--- src/rtl/generator_faz_rozrzadu_if.sv ---
// generator_faz_rozrzadu_if: crank step/sync inputs, eight angle thresholds and the
// valve, injector and spark drive outputs of the timing generator.
interface generator_faz_rozrzadu_if #(
    parameter int SZER_KATA = 10
);
    logic                 krok_kata;
    logic                 synchro;
    logic [SZER_KATA-1:0] stopnie_zaswiecenie_ssacy;
    logic [SZER_KATA-1:0] stopnie_zgaszenie_ssacy;
    logic [SZER_KATA-1:0] stopnie_zaswiecenie_wydechowy;
    logic [SZER_KATA-1:0] stopnie_zgaszenie_wydechowy;
    logic [SZER_KATA-1:0] stopnie_zaswiecenie_wtrysk;
    logic [SZER_KATA-1:0] stopnie_zgaszenie_wtrysk;
    logic [SZER_KATA-1:0] stopnie_zaswiecenie_iskra;
    logic [SZER_KATA-1:0] stopnie_zgaszenie_iskra;
    logic                 zawor_ssacy;
    logic                 zawor_wydechowy;
    logic                 wtrysk;
    logic                 iskra;
    logic [SZER_KATA-1:0] kat;
    logic                 zsynchronizowany;
    logic                 postoj;

    modport master (
        output krok_kata, synchro,
        output stopnie_zaswiecenie_ssacy, stopnie_zgaszenie_ssacy,
        output stopnie_zaswiecenie_wydechowy, stopnie_zgaszenie_wydechowy,
        output stopnie_zaswiecenie_wtrysk, stopnie_zgaszenie_wtrysk,
        output stopnie_zaswiecenie_iskra, stopnie_zgaszenie_iskra,
        input  zawor_ssacy, zawor_wydechowy, wtrysk, iskra,
        input  kat, zsynchronizowany, postoj
    );

    modport slave (
        input  krok_kata, synchro,
        input  stopnie_zaswiecenie_ssacy, stopnie_zgaszenie_ssacy,
        input  stopnie_zaswiecenie_wydechowy, stopnie_zgaszenie_wydechowy,
        input  stopnie_zaswiecenie_wtrysk, stopnie_zgaszenie_wtrysk,
        input  stopnie_zaswiecenie_iskra, stopnie_zgaszenie_iskra,
        output zawor_ssacy, zawor_wydechowy, wtrysk, iskra,
        output kat, zsynchronizowany, postoj
    );
endinterface

--- src/rtl/generator_faz_rozrzadu.sv ---
// generator_faz_rozrzadu: crank-angle tracker over a 720-degree cycle gating intake,
// exhaust, injector and spark outputs by double-buffered on/off angle windows.
module generator_faz_rozrzadu #(
    parameter int STOPNIE_CYKLU = 720,
    parameter int SZER_KATA     = 10,
    parameter int LIMIT_POSTOJU = 1000000
) (
    input logic                     clk,
    input logic                     rst_n,
    generator_faz_rozrzadu_if.slave bus
);
    localparam int SZER_LICZ = $clog2(LIMIT_POSTOJU + 1);
    localparam logic [SZER_KATA-1:0] KAT_MAX = SZER_KATA'(STOPNIE_CYKLU - 1);
    localparam logic [SZER_LICZ-1:0] LIMIT = SZER_LICZ'(LIMIT_POSTOJU);

    logic [SZER_KATA-1:0] kat, kat_nast;
    logic [SZER_KATA-1:0] progi [8];
    logic [SZER_KATA-1:0] cien [8];
    logic [SZER_LICZ-1:0] licznik;
    logic                 zsync, postoj, zapis_zera;
    logic [3:0]           aktywny, wyj;

    assign progi[0] = bus.stopnie_zaswiecenie_ssacy;
    assign progi[1] = bus.stopnie_zgaszenie_ssacy;
    assign progi[2] = bus.stopnie_zaswiecenie_wydechowy;
    assign progi[3] = bus.stopnie_zgaszenie_wydechowy;
    assign progi[4] = bus.stopnie_zaswiecenie_wtrysk;
    assign progi[5] = bus.stopnie_zgaszenie_wtrysk;
    assign progi[6] = bus.stopnie_zaswiecenie_iskra;
    assign progi[7] = bus.stopnie_zgaszenie_iskra;

    // Out-of-range thresholds disable the channel; on > off is a window wrapping past 0.
    function automatic logic okno(input logic [SZER_KATA-1:0] k, a, b);
        logic poprawne;
        poprawne = 32'(a) < STOPNIE_CYKLU && 32'(b) < STOPNIE_CYKLU;
        return poprawne && (a < b ? k >= a && k < b : a > b && (k >= a || k < b));
    endfunction

    always_comb begin
        kat_nast   = bus.synchro ? '0 : !bus.krok_kata ? kat : kat == KAT_MAX ? '0 : kat + 1'b1;
        zapis_zera = bus.synchro || (bus.krok_kata && kat == KAT_MAX);
    end

    for (genvar c = 0; c < 4; c++) begin : g_kanal
        assign aktywny[c] = okno(kat, cien[2*c], cien[2*c+1]);
    end

    assign postoj = licznik == LIMIT;

    always_ff @(posedge clk or negedge rst_n) begin
        if (!rst_n) begin
            kat     <= '0;
            licznik <= '0;
            zsync   <= 1'b0;
            wyj     <= '0;
            for (int i = 0; i < 8; i++) cien[i] <= '0;
        end else begin
            kat     <= kat_nast;
            licznik <= bus.krok_kata ? '0 : postoj ? licznik : licznik + 1'b1;
            zsync   <= bus.synchro || (zsync && !postoj);
            wyj     <= zsync && !postoj ? aktywny : '0;
            if (zapis_zera) for (int i = 0; i < 8; i++) cien[i] <= progi[i];
        end
    end

    assign bus.kat              = kat;
    assign bus.zawor_ssacy      = wyj[0];
    assign bus.zawor_wydechowy  = wyj[1];
    assign bus.wtrysk           = wyj[2];
    assign bus.iskra            = wyj[3];
    assign bus.zsynchronizowany = zsync;
    assign bus.postoj           = postoj;
endmodule

--- src/flat_wrapper.sv ---
// flat-port wrapper written by rule: the top's interface ports become plain ports
module generator_faz_rozrzadu_flat 
#(
    parameter int STOPNIE_CYKLU = 720,
    parameter int SZER_KATA     = 10,
    parameter int LIMIT_POSTOJU = 1000000
)
  (clk, rst_n, bus_krok_kata, bus_synchro, bus_stopnie_zaswiecenie_ssacy, bus_stopnie_zgaszenie_ssacy, bus_stopnie_zaswiecenie_wydechowy, bus_stopnie_zgaszenie_wydechowy, bus_stopnie_zaswiecenie_wtrysk, bus_stopnie_zgaszenie_wtrysk, bus_stopnie_zaswiecenie_iskra, bus_stopnie_zgaszenie_iskra, bus_zawor_ssacy, bus_zawor_wydechowy, bus_wtrysk, bus_iskra, bus_kat, bus_zsynchronizowany, bus_postoj);
  generator_faz_rozrzadu_if #(.SZER_KATA(SZER_KATA)) bus_i ();
  input logic clk;
  input logic rst_n;
  input wire logic [$bits(bus_i.krok_kata)-1:0] bus_krok_kata;
  input wire logic [$bits(bus_i.synchro)-1:0] bus_synchro;
  input wire logic [$bits(bus_i.stopnie_zaswiecenie_ssacy)-1:0] bus_stopnie_zaswiecenie_ssacy;
  input wire logic [$bits(bus_i.stopnie_zgaszenie_ssacy)-1:0] bus_stopnie_zgaszenie_ssacy;
  input wire logic [$bits(bus_i.stopnie_zaswiecenie_wydechowy)-1:0] bus_stopnie_zaswiecenie_wydechowy;
  input wire logic [$bits(bus_i.stopnie_zgaszenie_wydechowy)-1:0] bus_stopnie_zgaszenie_wydechowy;
  input wire logic [$bits(bus_i.stopnie_zaswiecenie_wtrysk)-1:0] bus_stopnie_zaswiecenie_wtrysk;
  input wire logic [$bits(bus_i.stopnie_zgaszenie_wtrysk)-1:0] bus_stopnie_zgaszenie_wtrysk;
  input wire logic [$bits(bus_i.stopnie_zaswiecenie_iskra)-1:0] bus_stopnie_zaswiecenie_iskra;
  input wire logic [$bits(bus_i.stopnie_zgaszenie_iskra)-1:0] bus_stopnie_zgaszenie_iskra;
  output wire logic [$bits(bus_i.zawor_ssacy)-1:0] bus_zawor_ssacy;
  output wire logic [$bits(bus_i.zawor_wydechowy)-1:0] bus_zawor_wydechowy;
  output wire logic [$bits(bus_i.wtrysk)-1:0] bus_wtrysk;
  output wire logic [$bits(bus_i.iskra)-1:0] bus_iskra;
  output wire logic [$bits(bus_i.kat)-1:0] bus_kat;
  output wire logic [$bits(bus_i.zsynchronizowany)-1:0] bus_zsynchronizowany;
  output wire logic [$bits(bus_i.postoj)-1:0] bus_postoj;
  assign bus_i.krok_kata = bus_krok_kata;
  assign bus_i.synchro = bus_synchro;
  assign bus_i.stopnie_zaswiecenie_ssacy = bus_stopnie_zaswiecenie_ssacy;
  assign bus_i.stopnie_zgaszenie_ssacy = bus_stopnie_zgaszenie_ssacy;
  assign bus_i.stopnie_zaswiecenie_wydechowy = bus_stopnie_zaswiecenie_wydechowy;
  assign bus_i.stopnie_zgaszenie_wydechowy = bus_stopnie_zgaszenie_wydechowy;
  assign bus_i.stopnie_zaswiecenie_wtrysk = bus_stopnie_zaswiecenie_wtrysk;
  assign bus_i.stopnie_zgaszenie_wtrysk = bus_stopnie_zgaszenie_wtrysk;
  assign bus_i.stopnie_zaswiecenie_iskra = bus_stopnie_zaswiecenie_iskra;
  assign bus_i.stopnie_zgaszenie_iskra = bus_stopnie_zgaszenie_iskra;
  assign bus_zawor_ssacy = bus_i.zawor_ssacy;
  assign bus_zawor_wydechowy = bus_i.zawor_wydechowy;
  assign bus_wtrysk = bus_i.wtrysk;
  assign bus_iskra = bus_i.iskra;
  assign bus_kat = bus_i.kat;
  assign bus_zsynchronizowany = bus_i.zsynchronizowany;
  assign bus_postoj = bus_i.postoj;
  generator_faz_rozrzadu #(.STOPNIE_CYKLU(STOPNIE_CYKLU), .SZER_KATA(SZER_KATA), .LIMIT_POSTOJU(LIMIT_POSTOJU)) u_core (.clk(clk), .rst_n(rst_n), .bus(bus_i));
endmodule
--- config.mk ---
export PLATFORM = sky130hd
export DESIGN_NAME = generator_faz_rozrzadu_flat
export DESIGN_NICKNAME = d
export VERILOG_FILES = /design/src/rtl/generator_faz_rozrzadu_if.sv /design/src/rtl/generator_faz_rozrzadu.sv /design/src/flat_wrapper.sv
export SDC_FILE = /design/constraint.sdc
export NUM_CORES = 1
export LEC_CHECK = 0
export CORE_ASPECT_RATIO = 2
export CORE_MARGIN = 1.5
export CORE_UTILIZATION = 50
export CTS_CLUSTER_DIAMETER = 100
export DETAILED_ROUTE_END_ITERATION = 10
export DONT_BUFFER_PORTS = 1
export GPL_TIMING_DRIVEN = 0
export HOLD_SLACK_MARGIN = 0.06
export PLACE_DENSITY_LB_ADDON = 0.2
export SLEW_MARGIN = 40
export SYNTH_ARGS = -nofsm -noshare
export SYNTH_HDL_FRONTEND = slang
export SYNTH_SLANG_ARGS = --single-unit
export TNS_END_PERCENT = 50
--- constraint.sdc ---
create_clock -name clk -period 2.4 [get_ports clk]
set_input_delay 0.48 -clock clk [delete_from_list [all_inputs] [get_ports clk]]
set_output_delay 0.48 -clock clk [all_outputs]
set_load 0.1 [all_outputs]
==> impl_metrics.ini <==
[run_status]
outcome = finished, violations left
violations = hold timing, setup timing

[drt]
ant_nets = 0
drt_first_pass_iters = 6
first_iter_violations = 277
drc_errors = 0
drt-total-wl_mm = 21.30
num_vias = 6179
vias_per_cell = 5.941
routedWlPerCell_um = 20.48

[final_layout]
regArea_mm2 = 0.002917
layout-drive-gt1-share = 0.1238
final_cells = 1040
antenna_cells = 0
nNetsFinal = 1038
layout_commonest_cell = ha_1
nFillCells = 1250
multi_input_area_mm2 = 0.004220
final_cell_mix = ha_1 (112), nand2_1 (106), dfrtp_1 (104)
area_delta_synth_final_pct = 17.02

[power_and_ir_drop]
clkPwrFrac = 0.425
switching_share = 0.3093
switchingPower_mw = 1.943
powerDensity_mw_per_mm2 = 731.7
pwr-share-comb = 0.184
power_frac_seq = 0.391
intPower_mw = 4.338
power_mw = 6.281
ir_drop_mv = 0.5194
cellLeakagePower_nw = 4.179

[sta]
max_freq_ghz = 0.3797
slew_violations = 0
worst_pin_slew_ns = 0.8875
timing.final.crit_share = 1.097
min_period_ns = 2.634
setup_tns_ns = -0.2339
hold_slack_ns = -0.2564
setup_ws_ns = -0.2339
rsz0062_at_grt = yes
fin_skew_ns = 0.005447
slew_headroom = 0.4087
setup_viol = 1
hold_viol_final = 115

[critical_path]
cp_slowest_stage_delay_ns = 0.55
worst_setup_path_end_kind = output pin
crit_arrival_ns = 2.15
path_cells = or4_4 > nor4b_4 > nand4_4 > clkinvlp_4
r2r_cells = 7
cp_slowest_cell = or4_4
cp-start-kind = flip-flop
critPathKind = flip-flop to output pin
worstPathRequired_ns = 1.92
cp_max_fo = 2

[min_path]
hold_path_class = input port to async pin

[synth]
syn_area_mm2 = 0.007335
seq_area_frac_synth = 0.3924
synth-edff-count = 0
async_flop_share = 1.000
synthCells = 800
syn_area_per_cell_um2 = 9.168
yosysWarnings = 0
ys_ff_latch = 115
ys_types = 47
syn_nets = 1003
ys.flop_type = dfrtp_1

[clock_tree]
cts_buffers = 17
cts_htree_levels = 4
insertion_delay_ns = 0.43
root_buffer = clkbuf_16
cts_max_path_buffers = 2
cts.clk_slew.worst_paths_ns = 0.06
cts_tree = built
cts.sink_count = 115

[placement]
io_buffers = 0
place_inst = 992
dpl.hpwl_mm = 14.71
preCtsSetupSlack_ns = -0.3844
gp_congestion = 0.8863

[global_route]
overflow = 0
antenna_found_initial = 0
track_usage = 0.2788
grt_max_degree = 116
grt_pass1_wl_mm = 32.13
grt_pass1_vias = 6529

[die]
rows = 62
initial_utilization = 0.5111
die_w_um = 88.64
die-area_mm2 = 0.01545
num_io_pins = 100
coreArea_mm2 = 0.01435
dieHeight_um = 174.3

[flow_run]
max-cap-violations = 0
-- final cells by class --
class / instances / share of cell area
buffer: 22 / 0.01735
clock buffer: 18 / 0.05000
clock inverter: 14 / 0.02187
inverter: 85 / 0.03819
multi-input combinational: 578 / 0.4917
sequential: 115 / 0.3398
tap: 192 / 0.02799
timing repair buffer: 16 / 0.01312
-- cell families (layout without fill, tap and decap cells) --
family,count (synthesis),count (layout),synth area share
simple gates,232,232,0.1537
compound gates,201,201,0.1621
fa+ha+maj,119,119,0.2030
flops,115,115,0.3924
buf+inv,107,155,0.05647
xor+xnor,22,22,0.02627
mux,4,4,0.006141
-- stage by stage --
step           hold slack [ns]  cell area (µm²)    util
2_1_floorplan           0.1844             7351       -
5_1_grt                -0.2622             8583  0.5981
3_3_place_gp            0.1888             7591  0.5289
3_5_place_dp            0.1886             7592  0.5290
6_report               -0.2564             8583  0.5981
4_1_cts                -0.2584             8359  0.5825
-- critical path, delay by kind of cell, from the launching register on --
family | cells | cell delay [ns]
buffers and inverters | 1 | 0.39
DFF | 1 | 0.37
and+or+nand+nor | 3 | 0.97
-- registers in the layout, indices dropped and copies added (netlist names) --
name and cells:
u_core.bus.kat 10, u_core.licznik 20, u_core.wyj 4, u_core.bus.zsynchronizowany 1
u_core.cien 80
-- cell usage after synthesis, types with 9 or more instances --
library cell | number | share of area
a21o_1 | 20 | 0.020
a21oi_1 | 40 | 0.027
a221oi_1 | 9 | 0.011
and4_1 | 10 | 0.012
buf_2 | 10 | 0.0068
clkbuf_1 | 11 | 0.0056
dfrtp_1 | 115 | 0.39
ha_1 | 119 | 0.20
inv_1 | 85 | 0.044
nand2_1 | 106 | 0.054
nand2b_1 | 9 | 0.0077
nand3_1 | 21 | 0.014
nand4_1 | 12 | 0.010
nor2_1 | 39 | 0.020
o211ai_1 | 11 | 0.011
o21ai_0 | 96 | 0.066
xor2_1 | 14 | 0.017
-- layer usage --
metal,vias to the layer above,part of all wire,global-route usage
met5,-,0,0
met4,0,0.058,0.1803
met3,78,0.053,0.06553
met2,216,0.53,0.4921
met1,2994,0.36,0.2801
li1,2891,-,-
-- power groups by stage --
stage,Clock [mW],Combinational (mW),Sequential [mW]
after detailed placement,0,1.03,2.49
after CTS,2.69,1.08,2.45
after floorplan,0,0.761,2.44
after global routing,2.77,1.31,2.48
after global placement,0,0.970,2.48
final,2.67,1.15,2.46
-- worst paths after layout --
| kind | startpoint | end | slack [ns] |
|---|---|---|---|
| worst max-delay path | u_core.licznik[5] | bus_postoj | -0.23 |
| worst min-delay path | rst_n | u_core.cien[56] | -0.26 |
| worst max register to register | u_core.bus.kat[3] | u_core.wyj[0] | 0 |
| worst min register to register | u_core.licznik[19] | u_core.licznik[19] | 0.54 |
| max in group asynchronous | rst_n | u_core.bus.kat[2] | 2.40 |
| min in group clk | bus_stopnie_zaswiecenie_wydechowy[6] | u_core.cien[56] | 0.17 |
-- timing repair --
action	CTS	global route
endpoints found under the hold margin	115	115
setup endpoints to repair	92	91
gates cloned	0	0
setup buffers	8	8
pin swaps	4	18
resized for setup	32	36
Note: power is estimated with default switching activity, not from simulation.
